==> src/rtl/avalon_regbank_pkg.sv <==
// Shared address offsets, default ID and byte-lane mask helper for avalon_register_bank.
package avalon_regbank_pkg;

  localparam int ADDR_ID         = 0;
  localparam int ADDR_COMMIT_OFS = 1;
  localparam int ADDR_STATUS_OFS = 2;
  localparam int ADDR_IRQ_OFS    = 3;
  localparam int ADDR_MASK_OFS   = 4;

  localparam logic [31:0] DEFAULT_ID_VALUE = 32'hA9E0_0001;

  function automatic logic [7:0] lane_mask(input logic en);
    lane_mask = en ? 8'hFF : 8'h00;
  endfunction

endpackage

==> src/rtl/regbank_cell.sv <==
// One shadow/active register pair: byte-masked shadow write with a write pulse,
// and an atomic shadow-to-active load on commit.
module regbank_cell #(
  parameter int                DATA_W      = 32,
  parameter logic [DATA_W-1:0] RESET_VALUE = '0
) (
  input  logic              clk,
  input  logic              rst,
  input  logic              wr_en,
  input  logic [DATA_W-1:0] wr_mask,
  input  logic [DATA_W-1:0] wr_data,
  input  logic              commit,
  output logic [DATA_W-1:0] shadow,
  output logic [DATA_W-1:0] active,
  output logic              wr_pulse
);

  // shadow update, commit load and write strobe
  always_ff @(posedge clk or posedge rst) begin
    if (rst) begin
      shadow   <= RESET_VALUE;
      active   <= RESET_VALUE;
      wr_pulse <= 1'b0;
    end else begin
      wr_pulse <= wr_en;
      if (wr_en) begin
        shadow <= (shadow & ~wr_mask) | (wr_data & wr_mask);
      end
      if (commit) begin
        active <= shadow;
      end
    end
  end

endmodule

==> src/rtl/avalon_register_bank.sv <==
// Avalon-MM register bank with shadowed control registers and atomic commit.
// Define STATUS_IRQ_EN to add status change flags, an IRQ mask register and irq.
module avalon_register_bank
  import avalon_regbank_pkg::*;
#(
  parameter int                NUM_REGS    = 4,
  parameter int                DATA_W      = 32,
  parameter int                ADDR_W      = 8,
  parameter logic [DATA_W-1:0] ID_VALUE    = DATA_W'(DEFAULT_ID_VALUE),
  parameter logic [DATA_W-1:0] RESET_VALUE = '0
) (
  input  logic                       clk,
  input  logic                       rst,
  input  logic                       chipselect,
  input  logic                       read,
  input  logic                       write,
  input  logic [ADDR_W-1:0]          address,
  input  logic [DATA_W/8-1:0]        byteenable,
  input  logic [DATA_W-1:0]          writedata,
  output logic [DATA_W-1:0]          readdata,
  output logic                       readdatavalid,
  output logic [NUM_REGS*DATA_W-1:0] q,
  output logic [NUM_REGS-1:0]        wr_pulse,
  output logic                       commit_pulse,
  input  logic [DATA_W-1:0]          status_in,
  output logic                       irq
);

  localparam int NB = DATA_W / 8;
  localparam logic [ADDR_W-1:0] A_ID     = ADDR_W'(ADDR_ID);
  localparam logic [ADDR_W-1:0] A_COMMIT = ADDR_W'(NUM_REGS + ADDR_COMMIT_OFS);
  localparam logic [ADDR_W-1:0] A_STATUS = ADDR_W'(NUM_REGS + ADDR_STATUS_OFS);
`ifdef STATUS_IRQ_EN
  localparam logic [ADDR_W-1:0] A_IRQ    = ADDR_W'(NUM_REGS + ADDR_IRQ_OFS);
  localparam logic [ADDR_W-1:0] A_MASK   = ADDR_W'(NUM_REGS + ADDR_MASK_OFS);
`endif

  logic                wr_acc_s;
  logic                rd_acc_s;
  logic                commit_s;
  logic                shadow_wr_s;
  logic [DATA_W-1:0]   wr_mask_s;
  logic [NUM_REGS-1:0] shadow_sel_s;
  logic [DATA_W-1:0]   shadow_s [NUM_REGS];
  logic [DATA_W-1:0]   shadow_rd_s;
  logic [DATA_W-1:0]   rd_data_s;
  logic                pending_r;

  // A simultaneous read+write is treated as a write only.
  assign wr_acc_s    = chipselect & write;
  assign rd_acc_s    = chipselect & read & ~write;
  assign commit_s    = wr_acc_s & (address == A_COMMIT) & writedata[0];
  assign shadow_wr_s = wr_acc_s & (|shadow_sel_s);

  for (genvar b = 0; b < NB; b++) begin : g_lane
    assign wr_mask_s[b*8 +: 8] = lane_mask(byteenable[b]);
  end

  for (genvar k = 0; k < NUM_REGS; k++) begin : g_cell
    assign shadow_sel_s[k] = (address == ADDR_W'(k + 1));

    regbank_cell #(
      .DATA_W      (DATA_W),
      .RESET_VALUE (RESET_VALUE)
    ) u_cell (
      .clk      (clk),
      .rst      (rst),
      .wr_en    (wr_acc_s & shadow_sel_s[k]),
      .wr_mask  (wr_mask_s),
      .wr_data  (writedata),
      .commit   (commit_s),
      .shadow   (shadow_s[k]),
      .active   (q[k*DATA_W +: DATA_W]),
      .wr_pulse (wr_pulse[k])
    );
  end

  // pending tracks shadow writes not yet committed; commit strobe
  always_ff @(posedge clk or posedge rst) begin
    if (rst) begin
      pending_r    <= 1'b0;
      commit_pulse <= 1'b0;
    end else begin
      commit_pulse <= commit_s;
      if (commit_s) begin
        pending_r <= 1'b0;
      end else if (shadow_wr_s) begin
        pending_r <= 1'b1;
      end
    end
  end

`ifdef STATUS_IRQ_EN
  logic [DATA_W-1:0] status_prev_r;
  logic [DATA_W-1:0] flags_r;
  logic [DATA_W-1:0] mask_r;
  logic [DATA_W-1:0] clr_s;
  logic              irq_r;

  assign clr_s = (wr_acc_s && (address == A_IRQ)) ? (writedata & wr_mask_s) : '0;

  // change detection: a new change in the same cycle overrides a W1C clear
  always_ff @(posedge clk or posedge rst) begin
    if (rst) begin
      status_prev_r <= '0;
      flags_r       <= '0;
      mask_r        <= '0;
      irq_r         <= 1'b0;
    end else begin
      status_prev_r <= status_in;
      flags_r       <= (flags_r & ~clr_s) | (status_in ^ status_prev_r);
      if (wr_acc_s && (address == A_MASK)) begin
        mask_r <= (mask_r & ~wr_mask_s) | (writedata & wr_mask_s);
      end
      irq_r <= |(flags_r & mask_r);
    end
  end

  assign irq = irq_r;
`else
  assign irq = 1'b0;
`endif

  // read data mux; shadows are OR-combined by one-hot select
  always_comb begin
    shadow_rd_s = '0;
    for (int k = 0; k < NUM_REGS; k++) begin
      shadow_rd_s = shadow_rd_s | (shadow_sel_s[k] ? shadow_s[k] : '0);
    end
    case (address)
      A_ID:     rd_data_s = ID_VALUE;
      A_COMMIT: rd_data_s = {{(DATA_W-1){1'b0}}, pending_r};
      A_STATUS: rd_data_s = status_in;
`ifdef STATUS_IRQ_EN
      A_IRQ:    rd_data_s = flags_r;
      A_MASK:   rd_data_s = mask_r;
`endif
      default:  rd_data_s = shadow_rd_s;
    endcase
  end

  // single-cycle read pipeline; readdata holds between reads
  always_ff @(posedge clk or posedge rst) begin
    if (rst) begin
      readdata      <= '0;
      readdatavalid <= 1'b0;
    end else begin
      readdatavalid <= rd_acc_s;
      if (rd_acc_s) begin
        readdata <= rd_data_s;
      end
    end
  end

endmodule

==> config.mk <==
export PLATFORM = sky130hd
export DESIGN_NAME = avalon_register_bank
export DESIGN_NICKNAME = d
export VERILOG_FILES = /design/src/rtl/avalon_regbank_pkg.sv /design/src/rtl/regbank_cell.sv /design/src/rtl/avalon_register_bank.sv
export SDC_FILE = /design/constraint.sdc
export NUM_CORES = 1
export LEC_CHECK = 0
export CAP_MARGIN = 25
export CORE_MARGIN = 2
export CORE_UTILIZATION = 45
export CTS_CLUSTER_SIZE = 16
export DETAILED_ROUTE_END_ITERATION = 6
export HOLD_SLACK_MARGIN = 0.05
export PLACE_DENSITY = 0.7
export SYNTH_ARGS = -nofsm -noshare
export SYNTH_HDL_FRONTEND = slang
export SYNTH_SLANG_ARGS = --single-unit
==> constraint.sdc <==
create_clock -name clk -period 11.2 [get_ports clk]
set_input_delay 2.24 -clock clk [delete_from_list [all_inputs] [get_ports clk]]
set_output_delay 2.24 -clock clk [all_outputs]
set_load 0.005 [all_outputs]
==> metrics.md <==
| Metric | Value |
|---|---|
| Outcome | completed |
| Number of flops mapped to enable cells by yosys | 0 |
| Worst Tran Pin Value | ~0.98 ns |
| Clock Skews | 0.0135 ns |
| Ports | 248 |
| Setup crit start kind | input pin |
| Clk buf depth | 3 |
| Most instantiated library cell after synthesis | dfrtp_1 |
| Reg2reg end | readdata[22] |
| Max Cap Viol | 0 |
| Initial antenna violation count | 5 |
| Gp weighted congestion | 0.781 |
| Core area | 0.0270 sq mm |
| Die area | approximately 0.029 sq mm |
| Final hold vios | 0 |
| P_leak | 7.68 nW |
| CTS Buf Count | 31 |
| IR drop worst, VDD | 0.0896 mV |
| Sequential element share of the synthesized area | 0.598 |
| Yosys cell types | 38 |
| Total track usage | 0.234 |
| Crit path depth | 5 |
| Crit path kind | in -> reg |
| 1st-iter DRT viols | 524 |
| Commonest cells in the netlist | dfrtp_1 (295), mux2_2 (240), a21oi_1 (60) |
| Yosys reg bits | around 300 |
| Final setup vio count | 0 |
| CP cell instances | clkdlybuf4s50_1 -> nor2b_4 -> nand4_4 -> inv_2 -> mux2_2 |
| Fin. max-slew vios | 0 |
| RSZ-0062 raised after global routing | no |
| Tcrit/Tclk final | 0.518 |
| Placed wire-length estimate | 21,900 microns |
| Ys flop type | dfrtp_1 |
| Largest area contributor in the netlist | dfrtp_1 |
| Hold_buf cts | 0 |
| FFs w/ async S/R, synth | 1.00 |
| Fill count | 2,168 |
| CTS root buffer | clkbuf_16 |
| Min Tclk post-route | a little under 6 ns |
| Crit-path max FO | 36 |
| Post_cts resized | 0 |
| Clock sinks | slightly below 300 |
| Routed WL | 33,900 microns |
| CP max stage cell | clkdlybuf4s50_1 |
| Area growth, synth to finish | 31.3% |
| Warnings, synthesis | 0 |
| DRC Markers | 0 |
| Row Count | 60 |
| PortBufs | 246 |
| Nets | 1,183 |
| Post CTS Setup Buffer Count | 0 |
| Synthesized Nets | around 950 |
| Worst hold path type | reg -> reg |
| P per Cell Area | roughly 140 mW/mm^2 |
| Via density | between 5 and 6 |
| Vias in the first global route | about 8.7k |
| Clock latency on the worst-skew pair | 0.56 ns |
| Mean post-synth cell area | between 10 and 15 sq um |
| DRT Pass-1 Iters | 5 |
| Clock transition at the registers of the reported paths | approximately 0.06 ns |
| CP arrival | 6.24 ns |
| Crit path largest cell delay | about 0.99 ns |
| Remaining global-route overflow | 0 |
| Register-to-register setup slack | 10.02 ns |
| H-tree depth | 1 |
| Crit path from | address[0] |
| Final Power | 2.26 mW |
| Global-route wire length before repair | approximately 51,000 microns |
| Pin count of the biggest net entering global routing | 83 |
| Mapped Area | 0.0124 sq mm |
| Depth of the most critical reg-to-reg path | 3 |
| Worst Setup EP | g_cell[1].u_cell.active[22] |
| Top post-synthesis cells by area | dfrtp_1 (60%), mux2_2 (22%), a22o_1 (3.5%), a21oi_1 (2.4%), mux2_1 (2.0%) |
| Top cell type's share of synthesized area | 0.598 |
| Synth Instances | 865 |
| Die height | 170 microns |
| DR WL/cell | 23.1 microns |
| Setup crit end kind | register |
| Effective utilization at floorplan | 0.458 |
| Post-route ant nets | 0 |
| Finished Cell Area | 0.0162 sq mm |
| WP buf/inv | 2 |
| CTS tree | built |
| Total number of vias | 8,375 |
| F_max | roughly 170 MHz |
| Layout cells sized above 1 | 0.287 |
| WP data required | about 12 ns |
| Die span in x | 170 microns |
| Area post-placement | between 0.015 and 0.02 sq mm |
| Setup Total Neg Slack | 0 ns |
| Relative slew slack | 0.342 |
| CP delay by family, top | buffers and inverters |
[where the power goes]
group | internal, mW | switching, mW
Sequential | 1.09 | 0.0144
Combinational | 0.0779 | 0.0889
Clock | 0.579 | 0.409
[cells by family after synthesis]
group	count (synthesis)	share of synthesized area
flip-flops	295	0.598
multiplexers	263	0.240
AO/OA/AOI/OAI	183	0.0992
buffers and inverters	66	0.0245
AND/OR/NAND/NOR	57	0.0387
other	1	0.000304
[through the flow]
stage	setup WS, ns	util	cells	hold WS, ns
global placement	4.93	0.560	1404	0.467
global route	5.17	0.602	1465	0.498
finish	5.40	0.602	1466	0.490
detailed placement	4.82	0.562	1406	0.482
CTS	5.41	0.598	1458	0.495
floorplan	0.813	-	865	0.473
[metal layers]
metal,vias up,track usage,part of all wire
met3,57,0.0553,0.072
met1,4321,0.310,0.42
met5,-,0,0.00083
li1,3693,-,-
met2,300,0.386,0.48
met4,4,0.0658,0.026
[cell usage in the layout (no fill, tap or decap), types with 2 or more instances in the layout]
cell / netlist / final
dfrtp_1: 295 / 295
clkdlybuf4s50_1: 0 / 245
mux2_2: 240 / 240
a21oi_1: 60 / 60
a22o_1: 50 / 50
clkbuf_16: 0 / 31
o21ai_0: 29 / 28
a22oi_1: 24 / 24
mux2_1: 22 / 22
nand2_1: 12 / 12
nor4_4: 9 / 9
buf_4: 5 / 9
nand3_1: 8 / 8
clkbuf_8: 0 / 8
nand2b_1: 7 / 7
a221oi_1: 7 / 7
clkbuf_1: 36 / 7
o31ai_1: 6 / 6
inv_1: 7 / 5
a21o_1: 5 / 5
diode_2: 0 / 4
nor2b_4: 0 / 4
nand4_1: 4 / 4
buf_16: 0 / 4
clkinv_2: 0 / 3
nand3b_1: 2 / 2
clkinv_1: 1 / 2
and3_1: 2 / 2
[worst reg2reg max path: cells and delay by family (launching register included)]
family | cells | cell delay, ns
flops | 1 | 0.39
mux | 1 | 0.26
compound gates | 2 | 0.41
[area by class of cell]
cell class | count | area [sq um] | area share
Antenna cell | 4 | 10.0 | 0.000617
Clock buffer | 46 | 912 | 0.0562
Clock inverter | 6 | 61.3 | 0.00378
Inverter | 9 | 41.3 | 0.00255
Multi-Input combinational cell | 504 | 4720 | 0.291
Sequential cell | 295 | 7380 | 0.455
Tap cell | 341 | 427 | 0.0263
Timing Repair Buffer | 261 | 2670 | 0.165
[worst min path at each step]
stage                               start                    endpoint  slack (ns)  cells past startpoint
3_3_place_gp                 readdata[31]                readdata[31]        0.47                      2
5_1_grt        g_cell[0].u_cell.active[9]  g_cell[0].u_cell.active[9]        0.50                      1
2_1_floorplan                readdata[22]                readdata[22]        0.47                      2
3_5_place_dp   g_cell[0].u_cell.active[9]  g_cell[0].u_cell.active[9]        0.48                      1
6_report       g_cell[0].u_cell.active[9]  g_cell[0].u_cell.active[9]        0.49                      1
4_1_cts        g_cell[0].u_cell.active[9]  g_cell[0].u_cell.active[9]        0.50                      1
Note: power is estimated with default switching activity, not from simulation.
